## config.mk

```make
export PLATFORM = sky130hd
export DESIGN_NAME = wb_regfile
export DESIGN_NICKNAME = d
export VERILOG_FILES = /design/src/rtl/wb_pkg.sv /design/src/rtl/regfile_2r1w.sv /design/src/rtl/wb_regfile.sv
export SDC_FILE = /design/constraint.sdc
export NUM_CORES = 2
export LEC_CHECK = 0
export ABC_AREA = 0
export CORE_UTILIZATION = 40
export CTS_BUF_LIST = sky130_fd_sc_hd__clkbuf_4 sky130_fd_sc_hd__clkbuf_8 sky130_fd_sc_hd__clkbuf_16
export CTS_CLUSTER_SIZE = 30
export DETAILED_ROUTE_END_ITERATION = 10
export PLACE_DENSITY = 0.62
export SKIP_CTS_REPAIR_TIMING = 1
export SYNTH_ARGS = -nofsm -noshare
export SYNTH_HDL_FRONTEND = slang
export SYNTH_SLANG_ARGS = --single-unit
```

## constraint.sdc

```tcl
create_clock -name clk -period 41.7 [get_ports clk]
set_input_delay 8.34 -clock clk [delete_from_list [all_inputs] [get_ports clk]]
set_output_delay 8.34 -clock clk [all_outputs]
set_load 0.005 [all_outputs]
```

## src/rtl/wb_pkg.sv

```systemverilog
// Shared types and sizing for the writeback stage and integer register file.
// Also holds the writeback source priority encoder.
package wb_pkg;

   localparam int XLEN   = 32;
   localparam int NREGS  = 32;
   localparam int REG_AW = $clog2(NREGS);
   localparam int CNT_W  = 64;

   typedef enum logic [1:0] {
      WB_ALU,
      WB_MEM,
      WB_IMM,
      WB_PC4
   } wb_sel_e;

   // Link address beats immediate, which beats load data; ALU is the fallback.
   function automatic wb_sel_e wb_select(
      input logic jump,
      input logic uilu,
      input logic mem_to_reg
   );
      wb_sel_e sel;
      if (jump)
         sel = WB_PC4;
      else if (uilu)
         sel = WB_IMM;
      else if (mem_to_reg)
         sel = WB_MEM;
      else
         sel = WB_ALU;
      return sel;
   endfunction

endpackage

```

## src/rtl/regfile_2r1w.sv

```systemverilog
// Two-read one-write integer register file, x0 hardwired to zero,
// with a same-cycle write-to-read bypass and asynchronous clear.
module regfile_2r1w
   import wb_pkg::*;
(
   input  logic              clk,
   input  logic              reset,
   input  logic              we,
   input  logic [REG_AW-1:0] waddr,
   input  logic [XLEN-1:0]   wdata,
   input  logic [REG_AW-1:0] raddr1,
   input  logic [REG_AW-1:0] raddr2,
   output logic [XLEN-1:0]   rdata1,
   output logic [XLEN-1:0]   rdata2
);

   logic [XLEN-1:0] regs [NREGS];
   logic            wr_ok;

   assign wr_ok = we && (waddr != '0);

   always_ff @(posedge clk or posedge reset) begin
      if (reset) begin
         for (int i = 0; i < NREGS; i++)
            regs[i] <= '0;
      end else if (wr_ok) begin
         regs[waddr] <= wdata;
      end
   end

   // Reset masks the bypass too, so every address reads zero while held.
   always_comb begin
      rdata1 = '0;
      if (reset || raddr1 == '0)
         rdata1 = '0;
      else if (wr_ok && waddr == raddr1)
         rdata1 = wdata;
      else
         rdata1 = regs[raddr1];
   end

   always_comb begin
      rdata2 = '0;
      if (reset || raddr2 == '0)
         rdata2 = '0;
      else if (wr_ok && waddr == raddr2)
         rdata2 = wdata;
      else
         rdata2 = regs[raddr2];
   end

endmodule

```

## src/rtl/wb_regfile.sv

```systemverilog
// Writeback stage: source select, register file write/read with bypass,
// and the retired-instruction counter consumed by the CSR unit.
module wb_regfile
   import wb_pkg::*;
(
   input  logic              clk,
   input  logic              reset,
   input  logic [XLEN-1:0]   alu_result_in,
   input  logic [XLEN-1:0]   read_data_in,
   input  logic [XLEN-1:0]   imm_in,
   input  logic [XLEN-1:0]   pc_plus_4_in,
   input  logic              reg_write_in,
   input  logic              mem_to_reg_in,
   input  logic              jump_in,
   input  logic              uilu_in,
   input  logic [REG_AW-1:0] write_reg_in,
   input  logic              retire_in,
   input  logic [REG_AW-1:0] rs1_addr,
   input  logic [REG_AW-1:0] rs2_addr,
   output logic [XLEN-1:0]   rs1_data,
   output logic [XLEN-1:0]   rs2_data,
   output logic [XLEN-1:0]   wb_data,
   output logic              wb_we,
   output logic [CNT_W-1:0]  instret
);

   wb_sel_e          sel;
   logic [CNT_W-1:0] instret_q;

   always_comb begin
      sel = wb_select(jump_in, uilu_in, mem_to_reg_in);
   end

   always_comb begin
      wb_data = alu_result_in;
      unique case (sel)
         WB_PC4:  wb_data = pc_plus_4_in;
         WB_IMM:  wb_data = imm_in;
         WB_MEM:  wb_data = read_data_in;
         WB_ALU:  wb_data = alu_result_in;
         default: wb_data = alu_result_in;
      endcase
   end

   // An X destination with write disabled still resolves to no write.
   assign wb_we = reg_write_in && (write_reg_in != '0);

   regfile_2r1w u_rf (
      .clk    (clk),
      .reset  (reset),
      .we     (wb_we),
      .waddr  (write_reg_in),
      .wdata  (wb_data),
      .raddr1 (rs1_addr),
      .raddr2 (rs2_addr),
      .rdata1 (rs1_data),
      .rdata2 (rs2_data)
   );

   always_ff @(posedge clk or posedge reset) begin
      if (reset)
         instret_q <= '0;
      else if (retire_in)
         instret_q <= instret_q + CNT_W'(1);
   end

   assign instret = instret_q;

endmodule

```

==> out/metrics.yaml <==
outcome:
  outcome: "complete, no violations"
yosys:
  syn_avg_cell_area_um2: 10.8
  ys.warnings.count: 0
  synth-seq-area-share_pct: 47.8
  postSynthCellCount: 5262
  netlist_area_um2: 56900
  synth_fp_nets: 5413
  ys_types: 61
  ys_ff_latch: 1088
floorplanning:
  core-area_um2: 141000
  die-area_um2: 144000
  start_util_pct: 40.3
  io_pins: 311
  die_h_um: 379
  rows: 138
  die-width_um: 379
global_routing:
  grt_pass1_vias: 43800
  grt_antenna_before_repair: 3
  grt_max_degree: 167
  overflow: 0
  grtUsageTotal_pct: 27.1
  grt_pass1_wl_um: 290000
detailed_routing:
  drt_iter0_drc: 4729
  wire_per_inst_um: 26.8
  wirelength_um: 194000
  drtAntennaViolNets: 0
  first_pass_iters: 6
  dr_total_vias: 44100
  route.detailed.drc: 0
  avgViaCountPerCell: 6.10
finish:
  drive_gt1_share_pct: 16.9
  nNetsFinal: 5402
  syn_to_final_growth_pct: 14.7
  final_common_cell: "dfrtp_1"
  final_area_um2: 65300
  layout_common_cells: "dfrtp_1, nand2_1, o21ai_0"
critical_path:
  critPathTopFamily: "buffers and inverters"
  path_cells: "buf_8 > buf_4 > nor2b_4 > buf_4 > a221oi_1 > a22o_1 > o211ai_1 > o211ai_1 > clkdlybuf4s50_1"
  cp_max_fo: 90
  path_class: "in -> out"
  cp_slowest_cell: "nor2b_4"
  cp-endpoint: "rs2_data[22]"
  reg2reg_from: "instret[36]"
  reg2regPathDepth: 5
  crit_start: "rs2_addr[1]"
  reg2reg_slack_ns: 39.32
  slowest_delay_ns: 0.96
  worstSetupEndpointType: "primary output"
  cp-start-kind: "input port"
  cp_num_cells: 9
  reg2reg_to: "instret[58]"
  worst_ep_arrival_time_ns: 13.49
  worstPathRequired_ns: 33.36
  path_buf_inv: 4
clock_tree:
  cts_buffers: 116
  cts.sinks: 1088
  path_clk_slew_ns: 0.06
  cts_tree: "done"
  cts_root_buf: "clkbuf_16"
  cts_max_path_buffers: 3
  cts_max_level: 3
  insertion_delay_ns: 0.74
power_and_ir_drop:
  ir_drop_v: 0.0000383
  p_leak_nw: 27.4
  power.density_nw_per_um2: 49.0
min_path:
  holdCritPathClass: "reg -> reg"
placed_design:
  hpwl_um: 111000
  port_buffers: 310
  pre_cts_ws_ns: 20.06
  placed_area_um2: 61100
  gp_congestion: 0.825
timing:
  hold_viol_final: 0
  slew_headroom_pct: 21.7
  post-route-period-util_pct: 52.3
  slew_viol_final: 0
  fin_ws_ns: 19.87
  fmax_ghz: 0.0458
  worst_pin_slew_ns: 1.17
  setup_viol: 0
  setup_tns_ns: 0
  rsz0062_at_grt: "false"
  fin_skew_ns: 0.00669
  min_period_ns: 21.83
run:
  cap_violations: 0
## per-stage QoR
step,util (%),hold slack (ns),total power [mW],std cells
after floorplan,-,0.445,1.86,5262
after global routing,46.2,0.414,3.35,7240
after global placement,43.2,0.383,2.04,7023
after detailed placement,43.2,0.386,2.07,7023
final,46.2,0.397,3.20,7241
after CTS,46.2,0.400,3.21,7240
## synth_stat cells, drive strengths merged
| master | instances | area [µm²] |
|---|---|---|
| o211a | 1 | 10.0 |
| nor2 | 561 | 2130 |
| o211ai | 65 | 488 |
| buf | 200 | 1090 |
| a22o | 21 | 184 |
| o21a | 43 | 323 |
| o21ai | 620 | 3100 |
| nand3b | 3 | 22.5 |
| o31ai | 2 | 28.8 |
| clkinv | 2 | 7.51 |
| ha | 1 | 12.5 |
| nor3 | 28 | 185 |
| dfrtp | 1088 | 27200 |
| a21oi | 405 | 2030 |
| a31oi | 1 | 12.5 |
| a221o | 31 | 310 |
| xor2 | 38 | 333 |
| inv | 45 | 169 |
| a211oi | 1 | 7.51 |
| nand2 | 695 | 2630 |
| mux2i | 194 | 1940 |
| or2 | 5 | 31.3 |
| o32ai | 1 | 8.76 |
| nand2b | 4 | 25.0 |
| and2 | 4 | 26.3 |
| clkbuf | 356 | 1350 |
| o22ai | 106 | 663 |
| o21ba | 21 | 210 |
| nor3b | 4 | 30.0 |
| mux4 | 449 | 10100 |
| nand4 | 20 | 144 |
| xnor2 | 35 | 307 |
| or4 | 4 | 33.8 |
| nor4 | 10 | 108 |
| a221oi | 95 | 832 |
| a311oi | 1 | 26.3 |
| o31a | 31 | 272 |
| mux2 | 13 | 146 |
| or3 | 1 | 11.3 |
| nand3 | 24 | 120 |
| and4 | 5 | 43.8 |
| a22oi | 22 | 165 |
| and3 | 4 | 25.0 |
| nor2b | 2 | 12.5 |
## worst reg2reg max path: stages, from the launching register on
cell	delay, ns
dfrtp_1	0.46
nand4_1	0.25
nor4_4	0.51
nand4_1	0.51
nor4_1	0.40
xor2_1	0.18
## registers in the layout, indices dropped and copies added (netlist names)
name	cells
u_rf.regs	1024
instret	64
## final cells by class
cell class | count | area [µm²]
Fill cell | 12900 | 76100
Multi-Input combinational cell | 3571 | 27300
Sequential cell | 1088 | 27200
Timing Repair Buffer | 427 | 4030
Clock buffer | 160 | 3430
Tap cell | 1890 | 2360
Clock inverter | 57 | 787
Inverter | 47 | 186
Antenna cell | 1 | 2.50
## how the worst min path moves through the flow
| stage | from | to | cells past startpoint |
|---|---|---|---|
| after floorplan | u_rf.regs[1000] | u_rf.regs[1000] | 1 |
| after global placement | u_rf.regs[1022] | u_rf.regs[1022] | 0 |
| after global routing | u_rf.regs[1023] | u_rf.regs[1023] | 0 |
| final | u_rf.regs[1020] | u_rf.regs[1020] | 0 |
| after CTS | u_rf.regs[992] | u_rf.regs[992] | 0 |
| after detailed placement | u_rf.regs[992] | u_rf.regs[992] | 0 |
## where the power goes
part           internal (mW)  leakage [nW]  switching, mW
Sequential              1.26          13.9          0.157
Combinational          0.333          11.4          0.313
Clock                  0.680          2.08          0.455
Total                   2.27          27.4          0.925
## layer usage
layer / track usage (%) / wire (µm)
met5: 0 / 8
met2: 40.6 / 85400
met4: 9.91 / 7060
met3: 5.74 / 18600
met1: 38.7 / 83100
## cells by family after synthesis
kind of cell    count (synthesis)  synth area share, %
compound gates               1467                 15.2
simple gates                 1374                 9.78
flops                        1088                 47.8
mux                           656                 21.4
buf+inv                       603                 4.60
xor+xnor                       73                 1.12
fa+ha+maj                       1               0.0220
Note: power is estimated with default switching activity, not from simulation.
